==> src/rtl/bi_loader_pkg.sv <==
`default_nettype none
// ============================================================================
//  Module      : bi_loader_pkg
//  Description : Shared constants and FSM state type for the bias/weight
//                memory loader (coefficient width, lanes per word, states).
//  Revision    : 1.0 - initial release
// ============================================================================
package bi_loader_pkg;

  localparam int COEF_WIDTH = 16;
  localparam int LANES      = 8;

  typedef enum logic [1:0] {
    IDLE  = 2'd0,
    LOAD  = 2'd1,
    FLUSH = 2'd2,
    DONE  = 2'd3
  } state_t;

endpackage
`default_nettype wire

==> src/rtl/bi_mem_loader_if.sv <==
`default_nettype none
// ============================================================================
//  Module      : bi_mem_loader_if
//  Description : Coefficient stream (valid/ready) plus memory write port of
//                the bias/weight loader. The loader is the slave of the
//                stream and drives the write port.
//  Revision    : 1.0 - initial release
// ============================================================================
interface bi_mem_loader_if #(
  parameter int ADDR_WIDTH = 4,
  parameter int DATA_WIDTH = 128,
  parameter int COEF_WIDTH = 16
);

  logic                  s_valid;
  logic [COEF_WIDTH-1:0] s_data;
  logic                  s_ready;
  logic                  wr_en;
  logic [ADDR_WIDTH-1:0] wr_addr;
  logic [DATA_WIDTH-1:0] wr_data;

  modport master (
    output s_valid, s_data,
    input  s_ready, wr_en, wr_addr, wr_data
  );

  modport slave (
    input  s_valid, s_data,
    output s_ready, wr_en, wr_addr, wr_data
  );

endinterface
`default_nettype wire

==> src/rtl/bi_word_packer.sv <==
`default_nettype none
// ============================================================================
//  Module      : bi_word_packer
//  Description : Packs coefficients MSB-lane-first into one memory word.
//                o_word_next is the register contents with the incoming
//                coefficient merged into the current lane, so the caller can
//                capture a completed word in the same cycle as the insert.
//  Revision    : 1.0 - initial release
// ============================================================================
module bi_word_packer
  import bi_loader_pkg::*;
#(
  parameter int COEF_W  = COEF_WIDTH,
  parameter int N_LANES = LANES
) (
  input  wire logic                        clk,
  input  wire logic                        rst,
  input  wire logic                        i_clr,
  input  wire logic                        i_ins,
  input  wire logic [COEF_W-1:0]           i_din,
  output logic      [COEF_W*N_LANES-1:0]   o_word_next,
  output logic                             o_full
);

  localparam int DATA_W  = COEF_W * N_LANES;
  localparam int LANE_AW = (N_LANES > 1) ? $clog2(N_LANES) : 1;
  localparam logic [LANE_AW-1:0] c_last_lane = LANE_AW'(N_LANES - 1);

  logic [DATA_W-1:0]  r_word;
  logic [LANE_AW-1:0] r_lane;

  // The insert about to happen fills the last lane of the word.
  assign o_full = (r_lane == c_last_lane);

  // Lane l occupies the l-th COEF_W slice counted down from the MSB.
  generate
    for (genvar l = 0; l < N_LANES; l++) begin : g_lane
      localparam logic [LANE_AW-1:0] c_idx = LANE_AW'(l);
      assign o_word_next[DATA_W-1-COEF_W*l -: COEF_W] =
        (i_ins && (r_lane == c_idx)) ? i_din : r_word[DATA_W-1-COEF_W*l -: COEF_W];
    end
  endgenerate

  // Lane register: cleared on request or after a full word, else accumulates.
  always_ff @(posedge clk) begin
    if (rst || i_clr) begin
      r_word <= '0;
      r_lane <= '0;
    end else if (i_ins) begin
      if (o_full) begin
        r_word <= '0;
        r_lane <= '0;
      end else begin
        r_word <= o_word_next;
        r_lane <= r_lane + LANE_AW'(1);
      end
    end
  end

endmodule
`default_nettype wire

==> src/rtl/bi_mem_loader.sv <==
`default_nettype none
// ============================================================================
//  Module      : bi_mem_loader
//  Description : Streams NUM_COEFS signed coefficients into a bias/weight RAM,
//                packing them MSB-lane-first into DATA_WIDTH words written at
//                consecutive addresses; the last partial word is zero padded.
//                Optional feature macro: BI_MEM_LOADER_CHECKSUM_EN adds a
//                32-bit wrapping sum of the sign-extended coefficients.
//  Revision    : 1.0 - initial release
// ============================================================================
module bi_mem_loader
  import bi_loader_pkg::*;
#(
  parameter int ADDR_WIDTH = 4,
  parameter int DATA_WIDTH = 128,
  parameter int DEPTH      = 16,
  parameter int NUM_COEFS  = 122,
  parameter int COEF_WIDTH = 16
) (
  input  wire logic        clk,
  input  wire logic        rst,
  input  wire logic        start,
  bi_mem_loader_if.slave   bus,
  output logic             busy,
  output logic             done
`ifdef BI_MEM_LOADER_CHECKSUM_EN
  ,
  output logic [31:0]      chk_sum
`endif
);

  localparam int NLANES = DATA_WIDTH / COEF_WIDTH;
  localparam int CCW    = $clog2(NUM_COEFS + 1);
  localparam logic [CCW-1:0]        c_last_coef = CCW'(NUM_COEFS - 1);
  localparam logic [ADDR_WIDTH-1:0] c_last_addr = ADDR_WIDTH'(DEPTH - 1);

  state_t                r_state;
  state_t                w_state_nxt;
  logic                  w_ready;
  logic                  w_start_ok;
  logic                  w_hs;
  logic                  w_last;
  logic                  w_full;
  logic                  w_emit;
  logic [DATA_WIDTH-1:0] w_word_next;
  logic [CCW-1:0]        r_coef_cnt;
  logic [ADDR_WIDTH-1:0] r_word_cnt;
  logic                  r_wr_en;
  logic [ADDR_WIDTH-1:0] r_wr_addr;
  logic [DATA_WIDTH-1:0] r_wr_data;

  assign w_hs   = bus.s_valid && w_ready;
  assign w_last = (r_coef_cnt == c_last_coef);
  // A word leaves the packer when it fills up or when the stream ends.
  assign w_emit = w_hs && (w_full || w_last);

  bi_word_packer #(
    .COEF_W  (COEF_WIDTH),
    .N_LANES (NLANES)
  ) u_packer (
    .clk         (clk),
    .rst         (rst),
    .i_clr       (w_start_ok),
    .i_ins       (w_hs),
    .i_din       (bus.s_data),
    .o_word_next (w_word_next),
    .o_full      (w_full)
  );

  // State register.
  always_ff @(posedge clk) begin
    if (rst) r_state <= IDLE;
    else     r_state <= w_state_nxt;
  end

  // Next-state logic: the final handshake always goes through FLUSH.
  always_comb begin
    w_state_nxt = r_state;
    case (r_state)
      IDLE:    if (start) w_state_nxt = LOAD;
      LOAD:    if (w_hs && w_last) w_state_nxt = FLUSH;
      FLUSH:   w_state_nxt = DONE;
      DONE:    w_state_nxt = IDLE;
      default: w_state_nxt = IDLE;
    endcase
  end

  // State-decoded outputs; start only counts while idle.
  always_comb begin
    w_ready    = 1'b0;
    busy       = 1'b0;
    done       = 1'b0;
    w_start_ok = 1'b0;
    case (r_state)
      IDLE:  w_start_ok = start;
      LOAD:  begin w_ready = 1'b1; busy = 1'b1; end
      FLUSH: busy = 1'b1;
      DONE:  begin busy = 1'b1; done = 1'b1; end
      default: ;
    endcase
  end

  // Counters and registered write port; the write lands the cycle after the
  // handshake that completes the word, and address/data hold between writes.
  always_ff @(posedge clk) begin
    if (rst) begin
      r_coef_cnt <= '0;
      r_word_cnt <= '0;
      r_wr_en    <= 1'b0;
      r_wr_addr  <= '0;
      r_wr_data  <= '0;
    end else begin
      r_wr_en <= w_emit;
      if (w_start_ok) begin
        r_coef_cnt <= '0;
        r_word_cnt <= '0;
      end else if (w_hs) begin
        r_coef_cnt <= r_coef_cnt + CCW'(1);
        if (w_full && !w_last && (r_word_cnt != c_last_addr))
          r_word_cnt <= r_word_cnt + ADDR_WIDTH'(1);
      end
      if (w_emit) begin
        r_wr_addr <= r_word_cnt;
        r_wr_data <= w_word_next;
      end
    end
  end

  assign bus.s_ready = w_ready;
  assign bus.wr_en   = r_wr_en;
  assign bus.wr_addr = r_wr_addr;
  assign bus.wr_data = r_wr_data;

`ifdef BI_MEM_LOADER_CHECKSUM_EN
  logic [31:0] r_chk_sum;

  // Running wrap-around sum of sign-extended coefficients, held after done.
  always_ff @(posedge clk) begin
    if (rst || w_start_ok) r_chk_sum <= '0;
    else if (w_hs)         r_chk_sum <= r_chk_sum + 32'($signed(bus.s_data));
  end

  assign chk_sum = r_chk_sum;
`endif

endmodule
`default_nettype wire
==> src/flat_wrapper.sv <==
// flat-port wrapper written by rule: the top's interface ports become plain ports
module bi_mem_loader_flat import bi_loader_pkg::*;
#(
  parameter int ADDR_WIDTH = 4,
  parameter int DATA_WIDTH = 128,
  parameter int DEPTH      = 16,
  parameter int NUM_COEFS  = 122,
  parameter int COEF_WIDTH = 16
)
  (clk, rst, start, busy, done, bus_s_valid, bus_s_data, bus_s_ready, bus_wr_en, bus_wr_addr, bus_wr_data);
  bi_mem_loader_if #(.ADDR_WIDTH(ADDR_WIDTH), .DATA_WIDTH(DATA_WIDTH), .COEF_WIDTH(COEF_WIDTH)) bus_i ();
  input  wire logic clk;
  input  wire logic rst;
  input  wire logic start;
  output logic busy;
  output logic done;
  input wire logic [$bits(bus_i.s_valid)-1:0] bus_s_valid;
  input wire logic [$bits(bus_i.s_data)-1:0] bus_s_data;
  output wire logic [$bits(bus_i.s_ready)-1:0] bus_s_ready;
  output wire logic [$bits(bus_i.wr_en)-1:0] bus_wr_en;
  output wire logic [$bits(bus_i.wr_addr)-1:0] bus_wr_addr;
  output wire logic [$bits(bus_i.wr_data)-1:0] bus_wr_data;
  assign bus_i.s_valid = bus_s_valid;
  assign bus_i.s_data = bus_s_data;
  assign bus_s_ready = bus_i.s_ready;
  assign bus_wr_en = bus_i.wr_en;
  assign bus_wr_addr = bus_i.wr_addr;
  assign bus_wr_data = bus_i.wr_data;
  bi_mem_loader #(.ADDR_WIDTH(ADDR_WIDTH), .DATA_WIDTH(DATA_WIDTH), .DEPTH(DEPTH), .NUM_COEFS(NUM_COEFS), .COEF_WIDTH(COEF_WIDTH)) u_core (.clk(clk), .rst(rst), .start(start), .bus(bus_i), .busy(busy), .done(done));
endmodule
==> config.mk <==
export PLATFORM = sky130hd
export DESIGN_NAME = bi_mem_loader_flat
export DESIGN_NICKNAME = d
export VERILOG_FILES = /design/src/rtl/bi_loader_pkg.sv /design/src/rtl/bi_mem_loader_if.sv /design/src/rtl/bi_word_packer.sv /design/src/rtl/bi_mem_loader.sv /design/src/flat_wrapper.sv
export SDC_FILE = /design/constraint.sdc
export NUM_CORES = 1
export LEC_CHECK = 0
export ABC_AREA = 1
export CORE_MARGIN = 2
export CORE_UTILIZATION = 60
export CTS_CLUSTER_DIAMETER = 30
export DETAILED_ROUTE_END_ITERATION = 8
export DONT_BUFFER_PORTS = 1
export PLACE_DENSITY = 0.76
export SYNTH_ARGS = -nofsm -noshare
export SYNTH_HDL_FRONTEND = slang
export SYNTH_SLANG_ARGS = --single-unit
export TNS_END_PERCENT = 5
==> constraint.sdc <==
create_clock -name clk -period 3.3 [get_ports clk]
set_input_delay 0.495 -clock clk [delete_from_list [all_inputs] [get_ports clk]]
set_output_delay 0.495 -clock clk [all_outputs]
set_load 0.01 [all_outputs]
======== Yosys cells after proc, flatten, opt, wreduce, memory -nomap -nowiden ========
Index checks and enable logic that the tools add are counted.
word-level totals
  flip-flop bits (word level) ............. 277
  bits of input ports ..................... 20
operators by class
  add/sub/neg operators ................... 3
  equality and inequality tests ........... 14
  multiplexer cells ....................... 17
  reduce and logical (&&, ||, !) cells .... 22
operators by type and width
  cell                                                    number
  2-to-1 mux 128 bit                                      1
  2-to-1 mux 16 bit                                       8
  logical AND 1 bit                                       13
  equality test 3 bit (second input constant)             4
  one-hot mux 2 bit (4 select lines)                      1
  adder 7 x 1 -> 7 bit (second input constant)            1
  equality test 7 bit (second input constant)             1
  equality test 3 x 2 -> 1 bit (second input constant)    2
  adder 4 x 1 -> 4 bit (second input constant)            1
  equality test 2 bit (second input constant)             2
  2-to-1 mux 1 bit                                        4
  2-to-1 mux 2 bit                                        2
  inequality test 4 bit (second input constant)           1
  AND reduction 2 bit                                     2
  adder 3 x 1 -> 3 bit (second input constant)            1
  equality test 3 x 1 -> 1 bit (second input constant)    1
  logical NOT 3 bit                                       1
  2-to-1 mux 3 bit                                        1
  OR reduction 3 bit                                      1
  equality test 2 x 1 -> 1 bit (second input constant)    1
  logical NOT 2 bit                                       1
  logical OR 1 bit                                        2
  inequality test 2 x 1 -> 1 bit (second input constant)  1
  inequality test 2 bit (second input constant)           1
  other kinds (2)                                         2

======== Logic depth before layout (Yosys ltp) ========
Gate-level depths: netlist (run 1).
  depth after elaboration ................. 6
  depth in mapped cells ................... 12
  gate-level depth less buffers ........... 10

======== Modules after synthesis ========
From an unflattened synthesis (run 1), not the netlist that was laid out.
unflattened totals
  cells, all modules ...................... 1738
  area total of the unflattened synthesis .. 12456.9 um^2
modules (own cells, without submodules)
  module          instances  cells each  area an instance (um^2)  seq. area each (um^2)
  bi_word_packer  1          1052        6902.9                   2622.5
  bi_mem_loader   1          686         5554.1                   2922.8

======== Least setup slack after synthesis (run 1) ========
Ideal clock, no wire load.
  kind .................................... register to register
  start point ............................. register u_core.r_state[1]
  end point ............................... register u_core.u_packer.r_word[106]
  setup time .............................. 70 ps
  arrival time ............................ 1617 ps
  data required time ...................... 3230 ps
  slack ................................... 1613 ps
  stages on the path, launching flop included .. 9
  buffers on the path ..................... 3
  path through ............................ dfxtp_1 -> inv_1 -> ha_1 -> nand2_4 -> buf_6 -> buf_4 -> clkbuf_1 -> nand2_1 -> a21oi_1
between the ends
  word-level cells in the longest chain between the ends .. 6
  elaborated cells on any way between the ends .. 9
  classes of those cells .................. eq/ne: 1; mux: 4; reduce/logical: 4
ends and longest elaborated chain
  item                            RTL line              text
  from (decl)                     bi_mem_loader.sv:37   state_t r_state;
  from (signal assigned)          bi_mem_loader.sv:73   else r_state <= w_state_nxt;
  equality test 2 x 1 -> 1 bit *  bi_mem_loader.sv:94   case (r_state)
  2-to-1 mux 1 bit *              bi_mem_loader.sv:94
  via bus_s_ready                 flat_wrapper.sv:19    output wire logic [$bits(bus_i.s_ready)-1:0] bus_s_ready;
  logical AND 1 bit *             bi_mem_loader.sv:52   assign w_hs = bus.s_valid && w_ready;
  logical AND 1 bit               bi_word_packer.sv:40  (i_ins && (r_lane == c_idx)) ? i_din : r_word[DATA_W-1-COEF_W*l -: COEF_W];
  2-to-1 mux 16 bit               bi_word_packer.sv:40
  2-to-1 mux 128 bit              bi_word_packer.sv:50  if (o_full) begin
  to (signal assigned)            bi_word_packer.sv:54  r_word <= o_word_next;
  to (decl)                       bi_word_packer.sv:29  logic [DATA_W-1:0] r_word;
The timed path passes the listed nets; every way through them passes the cells marked *.
A chain may end at the register's enable or synchronous reset.

======== Final worst setup path (run 1) ========
  start point ............................. register u_core.r_state[1]
  end point ............................... register u_core.u_packer.r_word[33]
The elaborated chain is that of the path after synthesis.

==> metrics.txt, run 1 <==
# TYPE chip_impl_metric gauge
chip_impl_info{name="rsz0062_at_grt",value="false"} 1
chip_impl_metric{name="worst-r2r-cell-count",unit=""} 8
chip_impl_metric{name="numClockSinks",unit=""} 277
chip_impl_metric{name="drtIter0Drc",unit=""} 1078
chip_impl_metric{name="antenna-diode-count",unit=""} 0
chip_impl_metric{name="via_per_instance_ratio",unit=""} 5.47
chip_impl_metric{name="static_leakage",unit="nW"} 5.18
chip_impl_metric{name="synth_cell_area",unit="mm^2"} 0.0120
chip_impl_metric{name="timing.final.max_slew_violations",unit=""} 0
chip_impl_metric{name="layout.filler_cells",unit=""} 1655
chip_impl_metric{name="finClkSkew",unit="ns"} 0.0158
chip_impl_metric{name="syn_inst",unit=""} 1726
chip_impl_metric{name="buffer_count_from_post_cts_setup_fixing",unit=""} 0
chip_impl_metric{name="finalHoldWorstSlack",unit="ns"} 0.0261
chip_impl_info{name="most_used_cells_in_the_layout_excluding_fill_and_tap_cells",value="sky130_fd_sc_hd__nand2_1, sky130_fd_sc_hd__nor2_1, sky130_fd_sc_hd__dfxtp_1"} 1
chip_impl_metric{name="path_max_fanout",unit=""} 72
chip_impl_metric{name="ctsLongestPathBuffers",unit=""} 3
chip_impl_metric{name="grt-ovfl-total",unit=""} 0
chip_impl_metric{name="htreeDepth",unit=""} 2
chip_impl_metric{name="highest_achievable_clock_rate",unit="GHz"} 0.396
chip_impl_metric{name="grt_use_met1",unit=""} 0.370
chip_impl_metric{name="place_congestion",unit=""} 0.774
chip_impl_info{name="timing.critical_path.to_type",value="register"} 1
chip_impl_metric{name="worstSkewPairLatency",unit="ns"} 0.54
chip_impl_metric{name="die-width",unit="um"} 145
chip_impl_metric{name="setup_viol",unit=""} 0
chip_impl_metric{name="post_drt_wl_per_cell",unit="um"} 15.5
chip_impl_metric{name="timing.final.ws_setup",unit="ns"} 0.776
chip_impl_metric{name="sequential_cell_area",unit="mm^2"} 0.00555
chip_impl_info{name="criticalPathCategory",value="register to register"} 1
chip_impl_metric{name="sum_neg_setup_slack",unit="ns"} 0
chip_impl_metric{name="grt_first_pass_wirelength",unit="mm"} 49.8
chip_impl_info{name="path_category_of_the_worst_min_delay_check",value="input port to register"} 1
chip_impl_metric{name="synthesis.yosys.warnings",unit=""} 0
chip_impl_info{name="status",value="complete, no violations"} 1
chip_impl_metric{name="finalWirelength",unit="mm"} 30.8
chip_impl_metric{name="detailedRoute.firstPassIterationCount",unit=""} 5
chip_impl_metric{name="post_route_cells_drive_above_1_share",unit=""} 0.0731
chip_impl_info{name="leading_cell_type_in_the_layout_fill_and_taps_excluded",value="sky130_fd_sc_hd__nand2_1"} 1
chip_impl_metric{name="synth.distinct_cells",unit=""} 30
chip_impl_info{name="rr_startpoint",value="u_core.r_state[1]"} 1
chip_impl_metric{name="cts_buffers",unit=""} 48
chip_impl_metric{name="final_period_minus_worst_setup_slack",unit="ns"} 2.52
chip_impl_metric{name="vdd_ir_drop_max",unit="mV"} 0.409
chip_impl_metric{name="design.portCount",unit=""} 156
chip_impl_metric{name="io_buffers",unit=""} 0
chip_impl_metric{name="drc",unit=""} 0
chip_impl_metric{name="multiInputGateArea",unit="mm^2"} 0.00549
chip_impl_metric{name="placeableCoreArea",unit="mm^2"} 0.0195
chip_impl_metric{name="initial_antenna_violation_count",unit=""} 1
chip_impl_metric{name="syn_area_per_cell",unit="um^2"} 6.95
chip_impl_metric{name="floorplan.rows",unit=""} 51
chip_impl_metric{name="path_clk_slew",unit="ns"} 0.05
chip_impl_info{name="synth_area_leader_cell",value="sky130_fd_sc_hd__dfxtp_1"} 1
chip_impl_metric{name="power.density_cell_area",unit="mW/mm^2"} 702
chip_impl_metric{name="timing_worst_slew_pin_value",unit="ns"} 0.801
chip_impl_info{name="setup.worst_path.start",value="u_core.r_state[1]"} 1
chip_impl_metric{name="cts_resized",unit=""} 0
chip_impl_metric{name="pre_cts_slack",unit="ns"} 0.901
chip_impl_metric{name="synthesis.nets",unit=""} 1760
chip_impl_metric{name="post_cts_hold_buffer_count",unit=""} 0
chip_impl_info{name="worst_hold_startpoint",value="rst"} 1
chip_impl_info{name="crit_path_start_kind",value="register"} 1
chip_impl_info{name="grt-busiest-layer",value="met2"} 1
chip_impl_metric{name="timing.max_slew.rel_slack",unit=""} 0.466
chip_impl_metric{name="final_antenna_net_count",unit=""} 0
chip_impl_metric{name="die_area",unit="mm^2"} 0.0211
chip_impl_metric{name="areaGrowthSynthToFinish",unit="%"} 13.3
chip_impl_metric{name="first_global_vias",unit=""} 10046
chip_impl_metric{name="floorplan.initialDensity",unit=""} 0.614
chip_impl_metric{name="synth-seq-area-share",unit=""} 0.462
chip_impl_metric{name="max-cap-violations",unit=""} 0
chip_impl_info{name="netlist_top_cells_area",value="sky130_fd_sc_hd__dfxtp_1, sky130_fd_sc_hd__nand2_1, sky130_fd_sc_hd__nor2_1"} 1
chip_impl_metric{name="via_count",unit=""} 10887
chip_impl_metric{name="grt_use_met2",unit=""} 0.463
chip_impl_metric{name="cp_data_required_time",unit="ns"} 3.75
chip_impl_metric{name="grt_start_max_net_pins",unit=""} 86
chip_impl_metric{name="synthDominantCellAreaShare",unit=""} 0.462
chip_impl_metric{name="postSynthRegisterBits",unit=""} 277
chip_impl_metric{name="worstHoldPathCells",unit=""} 1
chip_impl_metric{name="fin_area",unit="mm^2"} 0.0136
chip_impl_metric{name="floorplan.die.height",unit="um"} 145
chip_impl_metric{name="detailedPlacementHpwl",unit="mm"} 18.0
chip_impl_info{name="cts_tree",value="built"} 1
chip_impl_metric{name="met3_usage_in_global_routing",unit=""} 0.0627
chip_impl_metric{name="fin_crit_sh",unit=""} 0.765
chip_impl_metric{name="hold_viol_final",unit=""} 0
chip_impl_metric{name="crit_arrival",unit="ns"} 2.98
chip_impl_metric{name="fin_nets",unit=""} 1718
chip_impl_metric{name="track_usage",unit=""} 0.284
chip_impl_metric{name="placed_cell_area",unit="mm^2"} 0.0119
chip_impl_info{name="ctsRootBufferMaster",value="sky130_fd_sc_hd__clkbuf_16"} 1
==> critical path: stages (launching register included) <==
cell                       delay, ns
sky130_fd_sc_hd__dfxtp_1        0.33
sky130_fd_sc_hd__inv_1          0.10
sky130_fd_sc_hd__ha_1           0.36
sky130_fd_sc_hd__nand2_4        0.11
sky130_fd_sc_hd__buf_4          0.29
sky130_fd_sc_hd__nor2_4         0.14
sky130_fd_sc_hd__buf_4          0.64
sky130_fd_sc_hd__o211ai_1       0.23
sky130_fd_sc_hd__a21oi_1        0.20
==> Yosys cell counts <==
master	instances
sky130_fd_sc_hd__clkbuf_1	37
sky130_fd_sc_hd__o211ai_1	48
sky130_fd_sc_hd__buf_2	32
sky130_fd_sc_hd__nor3_1	3
sky130_fd_sc_hd__dfxtp_1	277
sky130_fd_sc_hd__nor2_8	1
sky130_fd_sc_hd__o21ai_0	119
sky130_fd_sc_hd__nand3_1	59
sky130_fd_sc_hd__inv_1	80
sky130_fd_sc_hd__a21oi_1	124
sky130_fd_sc_hd__nor2_1	295
sky130_fd_sc_hd__buf_6	13
sky130_fd_sc_hd__nor3b_1	1
sky130_fd_sc_hd__o21ai_1	3
sky130_fd_sc_hd__a211oi_1	1
sky130_fd_sc_hd__ha_1	14
sky130_fd_sc_hd__nand2_4	2
sky130_fd_sc_hd__nand2_1	572
sky130_fd_sc_hd__nand4_1	1
sky130_fd_sc_hd__nor2_4	3
sky130_fd_sc_hd__nand2_2	1
sky130_fd_sc_hd__nor2_2	2
sky130_fd_sc_hd__xor2_1	1
sky130_fd_sc_hd__inv_2	7
sky130_fd_sc_hd__o21bai_1	1
sky130_fd_sc_hd__inv_4	1
sky130_fd_sc_hd__buf_1	1
sky130_fd_sc_hd__clkinv_1	1
sky130_fd_sc_hd__buf_4	25
sky130_fd_sc_hd__nand3_2	1
==> power by group <==
group	leakage, nW	internal [W]	switching (W)	total [W]
clock	0.816	0.00340	0.00181	0.00521
sequential	2.23	0.00338	0.0000306	0.00341
combinational	2.14	0.000178	0.000735	0.000913
total	5.18	0.00696	0.00257	0.00954
==> final timing paths <==
kind	endpoint	slack (ns)
worst min register to register	u_core.u_packer.r_word[7]	0.44
worst max register to register	u_core.u_packer.r_word[33]	0.78
worst min-delay path	u_core.bus.wr_en	0.03
worst max-delay path	u_core.u_packer.r_word[33]	0.78
==> cell families after synthesis <==
| family | share of synthesized area |
|---|---|
| XOR/XNOR | 0.000730 |
| AO/OA/AOI/OAI | 0.134 |
| flip-flops | 0.462 |
| buffers and inverters | 0.0812 |
| adder cells (fa/ha/maj) | 0.0146 |
| AND/OR/NAND/NOR | 0.307 |
==> stage by stage <==
| step | util | power (W) | cells |
|---|---|---|---|
| 2_1_floorplan | - | 0.00418 | 1726 |
| 3_3_place_gp | 0.607 | 0.00436 | 1899 |
| 3_5_place_dp | 0.607 | 0.00437 | 1899 |
| 4_1_cts | 0.696 | 0.00956 | 1989 |
| 5_1_grt | 0.696 | 0.00982 | 1989 |
| 6_report | 0.696 | 0.00954 | 1989 |
==> registers in the layout, summed over array words and instances, names as in the netlist <==
name,flops
u_core.r_state,2
u_core.bus.wr_en,1
u_core.r_coef_cnt,7
u_core.bus.wr_data,128
u_core.bus.wr_addr,4
u_core.u_packer.r_lane,3
u_core.r_word_cnt,4
u_core.u_packer.r_word,128
==> metal layers <==
layer  part of all wire  wire, um  vias to the layer above
met5                  0         0                        -
met1               0.43     13300                     5048
li1                   -         -                     5413
met2               0.46     14100                      350
met3              0.075      2300                       76
met4              0.033      1010                        0
==> layout make-up <==
class | instances | area share
Clock inverter | 35 | 0.0328
Tap cell | 265 | 0.0244
Sequential cell | 277 | 0.408
Inverter | 89 | 0.0251
Multi-Input combinational cell | 1252 | 0.404
Timing Repair Buffer | 16 | 0.0107
Clock buffer | 55 | 0.0948
Note: power is estimated with default switching activity, not from simulation.
==> run 2, diff against run 1 <==
--- a/config.mk
+++ b/config.mk
@@ -5,7 +5,7 @@
 export SDC_FILE = /design/constraint.sdc
 export NUM_CORES = 1
 export LEC_CHECK = 0
-export ABC_AREA = 1
+export ABC_AREA = 0
 export CORE_MARGIN = 2
 export CORE_UTILIZATION = 60
 export CTS_CLUSTER_DIAMETER = 30
==> constraint.sdc (replaced) <==
create_clock -name clk -period 2.65 [get_ports clk]
set_input_delay 0.3975 -clock clk [delete_from_list [all_inputs] [get_ports clk]]
set_output_delay 0.3975 -clock clk [all_outputs]
set_load 0.01 [all_outputs]
==> run 2 against run 1 <==
Net effect: critical path depth is 2 lower; critical endpoint is now u_core.u_packer.r_word[109]; worst setup slack got worse by 0.55 ns; wire length about the same; largest cell class unchanged; global-route usage increased by 1.0 points; die area is 5.3% lower.
==> metrics.txt, run 2 <==
# TYPE chip_impl_metric gauge
chip_impl_info{name="status",value="complete, no violations"} 1
chip_impl_info{name="synth_top_cells_by_count",value="sky130_fd_sc_hd__dfxtp_1, sky130_fd_sc_hd__a21oi_1, sky130_fd_sc_hd__nand2_1, sky130_fd_sc_hd__a211oi_1, sky130_fd_sc_hd__mux2i_1"} 1
chip_impl_metric{name="design.portCount",unit=""} 156
chip_impl_metric{name="cts_resized",unit=""} 0
chip_impl_metric{name="syn_area_per_cell",unit="um^2"} 9.40
chip_impl_info{name="cts_tree",value="built"} 1
chip_impl_metric{name="finClkSkew",unit="ns"} 0.0175
chip_impl_metric{name="synth-seq-area-share",unit=""} 0.489
chip_impl_info{name="timing.critical_path.to_type",value="register"} 1
chip_impl_metric{name="sum_neg_setup_slack",unit="ns"} 0
chip_impl_metric{name="die-width",unit="um"} 141
chip_impl_metric{name="path_max_fanout",unit=""} 16
chip_impl_metric{name="synthDominantCellAreaShare",unit=""} 0.489
chip_impl_metric{name="grt_start_max_net_pins",unit=""} 142
chip_impl_metric{name="fin_crit_sh",unit=""} 0.916
chip_impl_metric{name="synthesis.yosys.warnings",unit=""} 0
chip_impl_metric{name="track_usage",unit=""} 0.294
chip_impl_metric{name="vdd_ir_drop_max",unit="mV"} 0.677
chip_impl_metric{name="pre_cts_slack",unit="ns"} 0.328
chip_impl_info{name="timing.critical_path.max_delay_family",value="compound AO/OA/AOI/OAI gates"} 1
chip_impl_info{name="crit_path_start_kind",value="register"} 1
chip_impl_metric{name="numClockSinks",unit=""} 277
chip_impl_metric{name="cts_buffers",unit=""} 46
chip_impl_metric{name="synth.distinct_cells",unit=""} 44
chip_impl_metric{name="seq_power_share",unit=""} 0.379
chip_impl_metric{name="timing.final.max_slew_violations",unit=""} 0
chip_impl_metric{name="fin_nets",unit=""} 1182
chip_impl_metric{name="comb_pwr_share",unit=""} 0.090
chip_impl_metric{name="grt_first_pass_wirelength",unit="mm"} 47.2
chip_impl_metric{name="timing_worst_slew_pin_value",unit="ns"} 1.20
chip_impl_metric{name="setup_viol",unit=""} 0
chip_impl_metric{name="cpPeakStageDelay",unit="ns"} 0.94
chip_impl_metric{name="hold_viol_final",unit=""} 0
chip_impl_metric{name="syn_inst",unit=""} 1206
chip_impl_info{name="ctsRootBufferMaster",value="sky130_fd_sc_hd__clkbuf_16"} 1
chip_impl_metric{name="drtIter0Drc",unit=""} 848
chip_impl_metric{name="floorplan.rows",unit=""} 50
chip_impl_metric{name="max-cap-violations",unit=""} 0
chip_impl_metric{name="crit_arrival",unit="ns"} 2.87
chip_impl_info{name="criticalPathCategory",value="register to register"} 1
chip_impl_metric{name="final_period_minus_worst_setup_slack",unit="ns"} 2.43
chip_impl_metric{name="cp_data_required_time",unit="ns"} 3.09
chip_impl_metric{name="antenna-diode-count",unit=""} 0
chip_impl_metric{name="final_antenna_net_count",unit=""} 0
chip_impl_metric{name="layout.filler_cells",unit=""} 1410
chip_impl_metric{name="placeableCoreArea",unit="mm^2"} 0.0186
chip_impl_metric{name="die_area",unit="mm^2"} 0.0200
chip_impl_metric{name="power.clock.fraction",unit=""} 0.531
chip_impl_metric{name="postSynthRegisterBits",unit=""} 277
chip_impl_metric{name="drc",unit=""} 0
chip_impl_metric{name="power.switching",unit="W"} 0.00285
chip_impl_metric{name="power.density_cell_area",unit="mW/mm^2"} 879
chip_impl_metric{name="worst-r2r-setup-slack",unit="ns"} 0.22
chip_impl_metric{name="synth_enable_flop_cells",unit=""} 0
chip_impl_metric{name="via_count",unit=""} 9200
chip_impl_info{name="synth_area_leader_cell",value="sky130_fd_sc_hd__dfxtp_1"} 1
chip_impl_metric{name="post_drt_wl_per_cell",unit="um"} 21.7
chip_impl_metric{name="htreeDepth",unit=""} 2
chip_impl_metric{name="finalWirelength",unit="mm"} 30.8
chip_impl_metric{name="detailedPlacementHpwl",unit="mm"} 17.0
chip_impl_info{name="rsz0062_at_grt",value="false"} 1
chip_impl_metric{name="post_route_cells_drive_above_1_share",unit=""} 0.101
chip_impl_metric{name="floorplan.initialDensity",unit=""} 0.608
chip_impl_metric{name="timing.max_slew.rel_slack",unit=""} 0.194
chip_impl_info{name="most_used_cells_in_the_layout_excluding_fill_and_tap_cells",value="sky130_fd_sc_hd__dfxtp_1, sky130_fd_sc_hd__a21oi_1, sky130_fd_sc_hd__nand2_1"} 1
chip_impl_metric{name="ctsLongestPathBuffers",unit=""} 3
chip_impl_metric{name="via_per_instance_ratio",unit=""} 6.49
chip_impl_info{name="critical_path.slowest_cell",value="sky130_fd_sc_hd__o21ai_1"} 1
chip_impl_metric{name="detailedRoute.firstPassIterationCount",unit=""} 6
chip_impl_metric{name="power.switching_fraction",unit=""} 0.252
chip_impl_metric{name="grt-ovfl-total",unit=""} 0
chip_impl_metric{name="highest_achievable_clock_rate",unit="GHz"} 0.412
chip_impl_metric{name="ys_async_sr_fraction",unit=""} 0
chip_impl_metric{name="path_clk_slew",unit="ns"} 0.06
chip_impl_metric{name="areaGrowthSynthToFinish",unit="%"} 13.5
chip_impl_metric{name="initial_antenna_violation_count",unit=""} 0
chip_impl_info{name="leading_cell_type_in_the_layout_fill_and_taps_excluded",value="sky130_fd_sc_hd__dfxtp_1"} 1
chip_impl_info{name="netlist_top_cells_area",value="sky130_fd_sc_hd__dfxtp_1, sky130_fd_sc_hd__mux2i_1, sky130_fd_sc_hd__a211oi_1"} 1
chip_impl_metric{name="place_congestion",unit=""} 0.844
chip_impl_metric{name="timing.final.ws_setup",unit="ns"} 0.222
chip_impl_info{name="yosys.cell_count.top_type",value="sky130_fd_sc_hd__dfxtp_1"} 1
chip_impl_metric{name="first_global_vias",unit=""} 8371
chip_impl_info{name="cp_cell_sequence",value="ha_1, ha_1, buf_4, o21ai_1, a22oi_1, nor2_1"} 1
chip_impl_metric{name="floorplan.die.height",unit="um"} 141
chip_impl_info{name="most_frequent_cell_on_the_critical_path",value="sky130_fd_sc_hd__ha_1"} 1
chip_impl_info{name="path_category_of_the_worst_min_delay_check",value="input port to register"} 1
chip_impl_metric{name="static_leakage",unit="nW"} 4.88
chip_impl_metric{name="critical_path.n_buffers_inverters",unit=""} 1
chip_impl_metric{name="synth_cell_area",unit="mm^2"} 0.0113
chip_impl_metric{name="synthesis.nets",unit=""} 1240
chip_impl_metric{name="worstSkewPairLatency",unit="ns"} 0.53
chip_impl_metric{name="io_buffers",unit=""} 0
chip_impl_metric{name="internal_power",unit="W"} 0.00845
chip_impl_info{name="synth-main-ff-cell",value="sky130_fd_sc_hd__dfxtp_1"} 1
-- run 2: routing by layer --
layer,up-vias,share of wire,global-route usage
met2,417,0.44,0.437
met3,55,0.10,0.0874
met5,-,0,0
met1,4427,0.43,0.410
met4,0,0.027,0.0995
li1,4301,-,-
-- run 2: layout make-up --
type | instances | area (um^2) | area share
repair buffers | 24 | 283 | 0.0220
inverters | 8 | 30.0 | 0.00233
well taps | 234 | 293 | 0.0228
clock inverters | 28 | 324 | 0.0252
clock buffers | 56 | 1270 | 0.0987
flip-flops and latches | 277 | 5550 | 0.431
multi-input cells | 791 | 5120 | 0.398
-- run 2: through the flow --
stage	hold slack (ns)	cell area, um^2	util	total power (W)	instances
floorplan	0.446	11300	-	0.00517	1206
global placement	0.457	11200	0.600	0.00528	1329
detailed placement	0.459	11200	0.600	0.00529	1329
CTS	-0.0619	12800	0.687	0.0113	1415
global route	0.0149	12900	0.690	0.0117	1418
finish	0.0283	12900	0.690	0.0113	1418
-- run 2: timing repair --
action	4_1_cts	5_1_grt
hold buffers	2	3
setup buffers	0	0
hold endpoints to repair	131	67
-- run 2: cells by family (layout without fill, tap and decap cells) --
group	count (synthesis)	after routing	synth area share
muxes	98	98	0.0865
xor gates and xnor gates	6	6	0.00464
and+or+nand+nor	276	276	0.110
buffers and inverters	138	116	0.0604
AOI/OAI and AO/OA	397	397	0.233
DFF	277	277	0.489
adders and majority gates	14	14	0.0155
-- run 2: path summary, 6_finish.rpt --
path / start / end / cells past startpoint
max: u_core.u_packer.r_lane[0] / u_core.u_packer.r_word[109] / 6
min: bus_s_data[0] / u_core.u_packer.r_word[64] / 2
max reg2reg: u_core.u_packer.r_lane[0] / u_core.u_packer.r_word[109] / 6
min reg2reg: u_core.u_packer.r_word[49] / u_core.u_packer.r_word[49] / 2
-- run 2: power groups by stage --
stage	combinational (W)	clock, W	sequential [W]
after global routing	0.00109	0.00628	0.00429
after detailed placement	0.000924	0	0.00437
after CTS	0.000959	0.00605	0.00428
after global placement	0.000913	0	0.00436
after floorplan	0.000824	0	0.00435
final	0.00102	0.00600	0.00429
